<file path="config.mk">
export PLATFORM = sky130hd
export DESIGN_NAME = player_motion_multi
export DESIGN_NICKNAME = d
export VERILOG_FILES = /design/src/rtl/player_motion_multi_pkg.sv /design/src/rtl/player_motion_fsm.sv /design/src/rtl/player_motion_multi.sv
export SDC_FILE = /design/constraint.sdc
export NUM_CORES = 1
export LEC_CHECK = 0
export BUFFER_PORTS_ARGS = -buffer_cell sky130_fd_sc_hd__buf_2
export CORE_MARGIN = 2
export CORE_UTILIZATION = 40
export CTS_BUF_LIST = sky130_fd_sc_hd__clkbuf_8
export DETAILED_ROUTE_END_ITERATION = 8
export PLACE_DENSITY_LB_ADDON = 0.2
export SYNTH_ARGS = -nofsm -noshare
export SYNTH_HDL_FRONTEND = slang
export SYNTH_HIERARCHICAL = 1
export SYNTH_SLANG_ARGS = --single-unit
</file>
<file path="constraint.sdc">
create_clock -name clk3 -period 2.6 [get_ports clk3]
set_input_delay 0.39 -clock clk3 [delete_from_list [all_inputs] [get_ports clk3]]
set_output_delay 0.39 -clock clk3 [all_outputs]
set_load 0.02 [all_outputs]
</file>
<file path="src/rtl/player_motion_multi_pkg.sv">
// Shared state encodings and default sprite codes for the multi-player motion updater.
package player_motion_multi_pkg;

  localparam logic [2:0] ST_IDLE = 3'd0;
  localparam logic [2:0] ST_DUCK = 3'd1;
  localparam logic [2:0] ST_RISE = 3'd2;
  localparam logic [2:0] ST_HOLD = 3'd3;
  localparam logic [2:0] ST_FALL = 3'd4;

  localparam int DEF_RUN_TYPE0  = 1;
  localparam int DEF_DUCK_TYPE0 = 3;
  localparam int DEF_JUMP_TYPE  = 5;
  localparam int DEF_TITLE_TYPE = 0;

  function automatic logic is_airborne(input logic [2:0] st);
    return (st == ST_RISE) || (st == ST_HOLD) || (st == ST_FALL);
  endfunction

endpackage

</file>
<file path="src/rtl/player_motion_fsm.sv">
// One player channel: jump/duck state machine, explicit y trajectory, run animation
// and jump-button edge detector.
module player_motion_fsm
  import player_motion_multi_pkg::*;
#(
  parameter int YW          = 10,
  parameter int TW          = 6,
  parameter int GROUND_Y    = 200,
  parameter int FLOAT_MAX   = 80,
  parameter int RISE_TICKS  = 20,
  parameter int HOLD_TICKS  = 10,
  parameter int FALL_TICKS  = 20,
  parameter int ANIM_PERIOD = 4,
  parameter int NFRAMES     = 2,
  parameter int RUN_TYPE0   = DEF_RUN_TYPE0,
  parameter int DUCK_TYPE0  = DEF_DUCK_TYPE0,
  parameter int JUMP_TYPE   = DEF_JUMP_TYPE,
  parameter int TITLE_TYPE  = DEF_TITLE_TYPE
) (
  input  logic          clk3,
  input  logic          reset,
  input  logic          pause,
  input  logic          start,
  input  logic          jump_n,
  input  logic          duck_n,
  output logic [YW-1:0] y,
  output logic [TW-1:0] ptype,
  output logic          airborne,
  output logic          landed
);

  localparam int RSTEP = FLOAT_MAX / RISE_TICKS;
  localparam int FSTEP = FLOAT_MAX / FALL_TICKS;
  localparam int HW    = $clog2(HOLD_TICKS + 1);
  localparam int PW    = $clog2(ANIM_PERIOD + 1);
  localparam int FW    = $clog2(NFRAMES + 1);

  localparam logic [YW:0]   GROUND_W = (YW+1)'(GROUND_Y);
  localparam logic [YW:0]   APEX_W   = (YW+1)'(GROUND_Y - FLOAT_MAX);
  localparam logic [YW-1:0] GROUND_V = YW'(GROUND_Y);
  localparam logic [YW-1:0] APEX_V   = YW'(GROUND_Y - FLOAT_MAX);

  // Saturating moves: y is kept inside [apex, ground] whatever the step size.
  function automatic logic [YW-1:0] step_up(input logic [YW-1:0] cur, input int step);
    logic [YW:0] wide;
    wide = {1'b0, cur};
    if (wide >= APEX_W + (YW+1)'(step)) return YW'(wide - (YW+1)'(step));
    return APEX_V;
  endfunction

  function automatic logic [YW-1:0] step_down(input logic [YW-1:0] cur, input int step);
    logic [YW:0] sum;
    sum = {1'b0, cur} + (YW+1)'(step);
    if (sum >= GROUND_W) return GROUND_V;
    return YW'(sum);
  endfunction

  logic [2:0]    state_q, state_d;
  logic [YW-1:0] y_q, y_d;
  logic [TW-1:0] type_q, type_d;
  logic [HW-1:0] hold_q, hold_d;
  logic [PW-1:0] per_q, per_d;
  logic [FW-1:0] frame_q, frame_d;
  logic          landed_q, landed_d;
  logic          jump_prev_q, jump_prev_d;

  logic press, release_ev, fast_drop;
  logic [YW-1:0] y_rise, y_fall;

  assign press      = !jump_n && jump_prev_q;
  assign release_ev = jump_n && !jump_prev_q;
  assign fast_drop  = !duck_n;
  assign y_rise     = step_up(y_q, RSTEP);
  assign y_fall     = step_down(y_q, fast_drop ? 2 * FSTEP : FSTEP);
  assign jump_prev_d = jump_n;

  always_comb begin
    state_d  = state_q;
    y_d      = y_q;
    type_d   = type_q;
    hold_d   = hold_q;
    per_d    = per_q;
    frame_d  = frame_q;
    landed_d = 1'b0;
    if (!start) begin
      state_d = ST_IDLE;
      y_d     = GROUND_V;
      type_d  = TW'(TITLE_TYPE);
      hold_d  = '0;
      per_d   = '0;
      frame_d = '0;
    end else if (!pause) begin
      if (per_q == PW'(ANIM_PERIOD - 1)) begin
        per_d   = '0;
        frame_d = (frame_q == FW'(NFRAMES - 1)) ? '0 : frame_q + FW'(1);
      end else begin
        per_d = per_q + PW'(1);
      end
      case (state_q)
        ST_IDLE, ST_DUCK: begin
          if (press) begin
            state_d = ST_RISE;
            y_d     = YW'(GROUND_Y - RSTEP);
          end else if (state_q == ST_IDLE && !duck_n) begin
            state_d = ST_DUCK;
          end else if (state_q == ST_DUCK && duck_n) begin
            state_d = ST_IDLE;
          end
        end
        ST_RISE: begin
          if (release_ev || fast_drop) begin
            state_d = ST_FALL;
            y_d     = step_down(y_q, FSTEP);
          end else begin
            y_d = y_rise;
            if (y_rise == APEX_V) begin
              state_d = ST_HOLD;
              hold_d  = '0;
            end
          end
        end
        ST_HOLD: begin
          hold_d = hold_q + HW'(1);
          if (release_ev || fast_drop || hold_q == HW'(HOLD_TICKS - 1)) state_d = ST_FALL;
        end
        ST_FALL: begin
          y_d = y_fall;
          if (y_fall == GROUND_V) begin
            state_d  = ST_IDLE;
            landed_d = 1'b1;
          end
        end
        default: begin
          state_d = ST_IDLE;
          y_d     = GROUND_V;
        end
      endcase
      // Sprite follows the state being entered; frame is the one shown this tick.
      if (state_d == ST_IDLE)      type_d = TW'(RUN_TYPE0) + TW'(frame_q);
      else if (state_d == ST_DUCK) type_d = TW'(DUCK_TYPE0) + TW'(frame_q);
      else                         type_d = TW'(JUMP_TYPE);
    end
  end

  always_ff @(posedge clk3 or negedge reset) begin
    if (!reset) begin
      state_q  <= ST_IDLE;
      y_q      <= GROUND_V;
      type_q   <= TW'(TITLE_TYPE);
      hold_q   <= '0;
      per_q    <= '0;
      frame_q  <= '0;
      landed_q <= 1'b0;
    end else begin
      state_q  <= state_d;
      y_q      <= y_d;
      type_q   <= type_d;
      hold_q   <= hold_d;
      per_q    <= per_d;
      frame_q  <= frame_d;
      landed_q <= landed_d;
    end
  end

  // Unreset so it tracks the button while reset is held; a held button never fires on exit.
  always_ff @(posedge clk3) begin
    jump_prev_q <= jump_prev_d;
  end

  assign y        = y_q;
  assign ptype    = type_q;
  assign landed   = landed_q;
  assign airborne = is_airborne(state_q);

endmodule

</file>
<file path="src/rtl/player_motion_multi.sv">
// N independent player motion channels with packed outputs for the object renderer.
module player_motion_multi
  import player_motion_multi_pkg::*;
#(
  parameter int NPLAYER     = 2,
  parameter int YW          = 10,
  parameter int TW          = 6,
  parameter int GROUND_Y    = 200,
  parameter int FLOAT_MAX   = 80,
  parameter int RISE_TICKS  = 20,
  parameter int HOLD_TICKS  = 10,
  parameter int FALL_TICKS  = 20,
  parameter int ANIM_PERIOD = 4,
  parameter int NFRAMES     = 2,
  parameter int RUN_TYPE0   = DEF_RUN_TYPE0,
  parameter int DUCK_TYPE0  = DEF_DUCK_TYPE0,
  parameter int JUMP_TYPE   = DEF_JUMP_TYPE,
  parameter int TITLE_TYPE  = DEF_TITLE_TYPE
) (
  input  logic                  clk3,
  input  logic                  reset,
  input  logic                  pause,
  input  logic                  start,
  input  logic [NPLAYER-1:0]    jump_n,
  input  logic [NPLAYER-1:0]    duck_n,
  output logic [NPLAYER*YW-1:0] player_y,
  output logic [NPLAYER*TW-1:0] player_type,
  output logic [NPLAYER-1:0]    airborne,
  output logic [NPLAYER-1:0]    landed
);

  for (genvar gi = 0; gi < NPLAYER; gi++) begin : g_player
    player_motion_fsm #(
      .YW(YW), .TW(TW), .GROUND_Y(GROUND_Y), .FLOAT_MAX(FLOAT_MAX),
      .RISE_TICKS(RISE_TICKS), .HOLD_TICKS(HOLD_TICKS), .FALL_TICKS(FALL_TICKS),
      .ANIM_PERIOD(ANIM_PERIOD), .NFRAMES(NFRAMES), .RUN_TYPE0(RUN_TYPE0),
      .DUCK_TYPE0(DUCK_TYPE0), .JUMP_TYPE(JUMP_TYPE), .TITLE_TYPE(TITLE_TYPE)
    ) u_fsm (
      .clk3    (clk3),
      .reset   (reset),
      .pause   (pause),
      .start   (start),
      .jump_n  (jump_n[gi]),
      .duck_n  (duck_n[gi]),
      .y       (player_y[gi*YW +: YW]),
      .ptype   (player_type[gi*TW +: TW]),
      .airborne(airborne[gi]),
      .landed  (landed[gi])
    );
  end

endmodule

</file>
### Word-level counts from Yosys, hierarchy flattened

Index checks and enable logic that the tools add are counted.

* $add $sub $neg: 16
* order comparisons: 6
* equality and inequality tests: 33
* mux-type cells: 102
* reductions and logical operators: 34

Operator list (count)
* $mux W10: 20
* $mux W3: 28
* $pmux W10 S4: 2
* $mux W6: 8
* $ge A11 B8 Y1 const B: 4
* $mux W4: 10
* $pmux W3 S4: 2
* $add A10 B11 Y11: 2
* $add A10 B3 Y11 const B: 2
* $mux W1: 22
* $eq A10 B7 Y1 const B: 2
* $eq A10 B8 Y1 const B: 2
* $ge A10 B7 Y1 const B: 2
* $sub A10 B3 Y10 const B: 2
* $eq A3 B2 Y1 const B: 6
* $mux W2: 8
* $pmux W4 S2: 2
* $eq A3 B1 Y1 const B: 4
* $logic_not A3 Y1: 4
* $ne A3 B2 Y1 const B: 4
* $add A4 B1 Y4 const B: 2
* $eq A4 B4 Y1 const B: 2
* $logic_and A1 B1 Y1: 8
* $logic_or A1 B1 Y1: 8
* 15 further kinds: 35

* register bits: 60
* bits of input ports: 8
* output and inout port bits: 36
* logic and storage cells: 207

### Logic depth before layout (Yosys ltp)

* word-level depth: 15
* mapped depth: 8
* gate-level depth less buffers: 8

### Hierarchy

The synthesis kept the hierarchy.

By module, submodules not included
* player_motion_fsm at g_player[1].u_fsm: times used 1, cells each 285, area an instance 2388.5 µm²
* player_motion_fsm at g_player[0].u_fsm: times used 1, cells each 280, area an instance 2362.3 µm²

### Worst setup path before layout

OpenSTA, ideal clock, no wires.

* path kind: reg2reg
* from: reg g_player[0].u_fsm.y_q[2]
* to: reg g_player[0].u_fsm.y_q[2]
* library setup time: 0.147 ns
* data arrival time: 2.496 ns
* slack: -0.044 ns
* cell stages (with the launch flop): 9
* path buffers: 0
* cells stage by stage: dfrtp_1 > ha_1 > fa_1 > xor2_1 > nor2_1 > a2111oi_4 > nor4_4 > a221oi_1 > o221ai_1

* longest elaborated chain between the ends: 12
* elaborated cells on any way between the ends: 21
* classes of those cells: add/sub: 3; order compare: 3; mux: 15

Ends and longest elaborated chain
* start, declared: RTL line player_motion_fsm.sv:59 `logic [YW-1:0] y_q, y_d;`
* start signal, assigned: RTL line player_motion_fsm.sv:156 `y_q <= y_d;`
* $add A10 B3 Y11: RTL line player_motion_fsm.sv:53 `sum = {1'b0, cur} + (YW+1)'(step);`
* $ge A11 B8 Y1: RTL line player_motion_fsm.sv:54 `if (sum >= GROUND_W) return GROUND_V;`
* $mux W1: RTL line player_motion_fsm.sv:54
* $mux W1: RTL line player_motion_fsm.sv:111 `if (release_ev || fast_drop) begin`
* $mux W1: RTL line player_motion_fsm.sv:99 `case (state_q)`
* $mux W1: RTL line player_motion_fsm.sv:92 `end else if (!pause) begin`
* $mux W1: RTL line player_motion_fsm.sv:85 `if (!start) begin`
* $mux W10: RTL line player_motion_fsm.sv:55 `return YW'(sum);`
* $mux W10: RTL line player_motion_fsm.sv:111
* $pmux W10 S4 (*): RTL line player_motion_fsm.sv:99
* $mux W10 (*): RTL line player_motion_fsm.sv:92
* $mux W10 (*): RTL line player_motion_fsm.sv:85

Every way passes the cells marked *; elsewhere a longest branch is shown, timed or not. The select of a mux whose other input is x is not followed.
A chain may end at the register's enable or synchronous reset.

### Worst setup path after layout

* from: reg g_player[1].u_fsm.y_q[2]
* to: reg g_player[1].u_fsm.y_q[1]

* longest elaborated chain between the ends: 12
* elaborated cells on any way between the ends: 19
* classes of those cells: add/sub: 2; order compare: 3; mux: 14

Ends and longest elaborated chain (RTL line)
* start, declared: player_motion_fsm.sv:59
* start signal, assigned: player_motion_fsm.sv:156
* $add A10 B3 Y11: player_motion_fsm.sv:53
* $ge A11 B8 Y1: player_motion_fsm.sv:54
* $mux W1: player_motion_fsm.sv:54
* $mux W1: player_motion_fsm.sv:111
* $mux W1: player_motion_fsm.sv:99
* $mux W1: player_motion_fsm.sv:92
* $mux W1: player_motion_fsm.sv:85
* $mux W10: player_motion_fsm.sv:55
* $mux W10: player_motion_fsm.sv:111
* $pmux W10 S4 (*): player_motion_fsm.sv:99
* $mux W10 (*): player_motion_fsm.sv:92
* $mux W10 (*): player_motion_fsm.sv:85

Marks and branches as above.

==> flow_summary_export.csv <==
group,metric,value,unit
status,outcome,"finished, violations left",
status,violations,"DRC",
floorplanning,die_x,113,µm
sta,tightest_slew,918,ps
finish,fin_cells,748,
critical_path,crit_arrival,2690,ps
floorplanning,start_util,41.3,%
yosys,synth_area_leaders,"dfrtp_1 (24%), ha_1 (6.1%), a21oi_1 (4.4%)",
global_route,grt_use_met3,2.95,%
clock_network,clk_latency,320,ps
yosys,synth_seq_cells,54,
critical_path,worst-setup-path-type,"reg2reg",
power_and_ir_drop,p_comb_share,32.3,%
critical_path,max_stage_delay,440,ps
detailed_routing,via_count,4406,
global_route,grt_use_met2,32.2,%
min_path,hold_path.class,"in2async",
global_route,overflow,0,
sta,holdWs,198,ps
floorplanning,core,11500,µm²
detailed_routing,wirelength,12.6,mm
power_and_ir_drop,sequentialPowerShare,44.7,%
detailed_routing,drtIter0Drc,248,
finish,finish.utilization,45.2,%
yosys,synthCells,565,
power_and_ir_drop,p_per_area,414,nW/µm²
global_route,grt_pass1_vias,4282,
power_and_ir_drop,p_clk_share,23.0,%
finish,fillers,1162,
clock_network,cts_setup_buffers,0,
clock_network,path_clk_slew,100,ps
global_route,grt_use_met1,27.9,%
yosys,yosysWarningCount,6,
place,hpwl,9.45,mm
critical_path,cpMaxStageDelayCell,"fa_1",
yosys,synthFlopType,"dfrtp_1",
critical_path,reg2reg_from,"g_player[1].u_fsm/y[2]$_DFFE_PN0P_",
clock_network,cts_resized,0,
clock_network,cts_hold_buf,0,
critical_path,crit_family,"compound AO/OA/AOI/OAI gates",
floorplanning,dieArea,12800,µm²
critical_path,startpoint_type,"register",
power_and_ir_drop,sw_frac_of_total,37.3,%
sta,finalMaxSlewViolations,0,
floorplanning,rows,39,
global_route,track_usage,20.2,%
detailed_routing,ant_nets,0,
sta,clock_skew,10.2,ps
sta,fin_crit,2480,ps
floorplanning,io_pins,44,
global_route,grt_start_max_net_pins,39,
sta,setup-violations-final,0,
clock_network,numCtsBuffers,5,
sta,setup_slack,125,ps
detailed_routing,vias_per_cell,5.89,
power_and_ir_drop,max-vdd-ir-drop,0.206,mV
critical_path,setup.worst_path.end_class,"register",
finish,area_delta_synth_final,9.45,%
detailed_routing,wire_per_inst,16.9,µm
clock_network,cts-root-buf,"clkbuf_8",
clock_network,clock_path_buffers,2,
yosys,synth_area,4750,µm²
clock_network,cts_tree,"done",
critical_path,worst-path-buf-inv,0,
place,globalplace.congestion,0.899,
run,maxCapViolCount,0,
yosys,synth_top_area_share,24.2,%
sta,period_share,95.2,%
place,numPortBuffers,37,
power_and_ir_drop,power.leakage,2.24,nW
sta,hold_viol,0,
finish,layout.nets,637,
global_route,grt.busiest_layer,"met2",
clock_network,cts.sinks,54,
yosys,ys_async_sr_fraction,96.3,%
yosys,synth_area_per_cell,8.41,µm²
critical_path,worst-path-max-fanout,6,
finish,antennaDiodeCount,0,
sta,max_freq,0.404,GHz
yosys,yosys-top-cells-count,"nor2_1 (49), dfrtp_1 (46), a21oi_1 (42)",
critical_path,path_cells,"ha_1, fa_1, and3_4, and2b_4, o31ai_4, a211oi_4, a211o_1, and3_1",
finish,post_route_cells_drive_above_1_share,20.2,%
place,dp.cells,740,
yosys,synth_area_leader_cell,"dfrtp_1",
global_route,grt_pass1_wl,21.2,mm
floorplanning,fp.dieH,113,µm
yosys,yosysUniqueCellTypes,93,
critical_path,startpoint,"g_player[1].u_fsm/y[2]$_DFFE_PN0P_",
place,pre_cts_ws,-19.6,ps
yosys,synth-edff-count,0,
power_and_ir_drop,power.internal,1.35,mW
global_route,antenna_found_initial,0,
yosys,yosysMostFrequentCell,"nor2_1",
detailed_routing,drt_pre_antenna_iters,6,
sta,slew_headroom,38.8,%
yosys,yosysSeqAreaShare,28.4,%
critical_path,critical_path_required,2810,ps
detailed_routing,drcViolationCount,3,
clock_network,h-tree-depth,2,
power_and_ir_drop,power_switching,0.803,mW
## path summary, 6_finish.rpt
check / endpoint / slack (ps) / depth (start not counted)
max in group asynchronous: g_player[0].u_fsm/per_q[2]$_DFFE_PN0N_ / 1730 / 2
hold / removal: g_player[1].u_fsm/y[4]$_DFFE_PN0P_ / 200 / 1
hold reg to reg: g_player[1].u_fsm/hold_q[3]$_DFFE_PN0P_ / 510 / 1
setup reg to reg: g_player[1].u_fsm/y[1]$_DFFE_PN0P_ / 120 / 8
setup / recovery: g_player[1].u_fsm/y[1]$_DFFE_PN0P_ / 120 / 8
min in group clk3: g_player[0].u_fsm/jump_prev_q$_DFF_P_ / 210 / 1
## final cells by class
| type | instances | area [µm²] | share of cell area (%) |
|---|---|---|---|
| timing repair buffer | 67 | 410 | 7.89 |
| clock buffer | 5 | 68.8 | 1.32 |
| sequential | 54 | 1350 | 26.0 |
| inverter | 27 | 101 | 1.95 |
| tap | 143 | 179 | 3.44 |
| clock inverter | 3 | 21.3 | 0.409 |
| multi-input combinational | 449 | 3070 | 59.0 |
## flip-flops by register name (all words and copies together), names as in the netlist
register / flops
g_player.u_fsm/ptype: 6
g_player.u_fsm/per_q: 6
g_player.u_fsm/frame_q: 4
g_player.u_fsm/jump_prev_q: 2
g_player.u_fsm/hold_q: 8
g_player.u_fsm/y: 20
g_player.u_fsm/state_q: 6
g_player.u_fsm/landed: 2
## stage by stage
stage / total power [mW] / area, µm² / TNS (ps)
2_1_floorplan: 1.46 / 4770 / 0
6_report: 2.15 / 5200 / 0
4_1_cts: 2.16 / 5160 / 0
5_1_grt: 2.28 / 5200 / -1.34
3_5_place_dp: 1.66 / 5070 / -19.6
3_3_place_gp: 1.65 / 5070 / 0
## worst register-to-register path, cell delays in order (launching register included)
cell and delay (ps):
dfrtp_2 420, ha_1 230, fa_1 440, and3_4 230, and2b_4 170, o31ai_4 290
a211oi_4 140, a211o_1 280, and3_1 190
## cell families after synthesis
logic type	Yosys count	share of synthesized area [%]
other	2	0.158
xor gates and xnor gates	23	4.40
buffers and inverters	66	8.24
AOI/OAI and AO/OA	169	24.8
and+or+nand+nor	222	26.3
DFF	54	28.4
adders and majority gates	25	6.90
muxes	4	0.843
## placed cells by master (no fill, tap or decap), types with 3 or more instances in the layout
master and n:
nand2_1 35, ha_1 23, o31ai_1 5, nor4_1 5, nor3_2 3, buf_4 30, xnor2_1 12, nor2b_1 12
o32ai_1 3, nor2_1 48, and2_1 8, and4b_1 3, nor3_1 23, and3_1 8, o22ai_1 3, a21oi_1 42
inv_1 25, mux2i_1 3, o21a_1 4, nand4_1 6, o21bai_1 3, o32a_1 3, nand2b_1 11, nand4b_1 4
nand3_1 21, conb_1 6, o21ai_0 38, nor3b_1 4, xor2_1 9, clkbuf_8 5, dfstp_2 6, and3_2 3
o211ai_1 8, dfrtp_1 44, buf_2 37, a21boi_0 7, a41oi_1 4, nand3b_1 4, a31oi_1 14
## per-layer routing
layer  wire [µm]  vias to the layer above
met2        5890                      143
met3         621                       30
met5           0                        -
met4         312                        0
met1        5820                     2097
li1            -                     2136
## power groups by stage
stage / combinational (mW) / sequential, mW / clock (mW)
after global routing: 0.769 / 0.974 / 0.542
after detailed placement: 0.683 / 0.978 / 0
after floorplan: 0.486 / 0.970 / 0
after CTS: 0.688 / 0.962 / 0.511
final: 0.695 / 0.964 / 0.495
after global placement: 0.676 / 0.976 / 0
(Power assumes the default switching activity.)
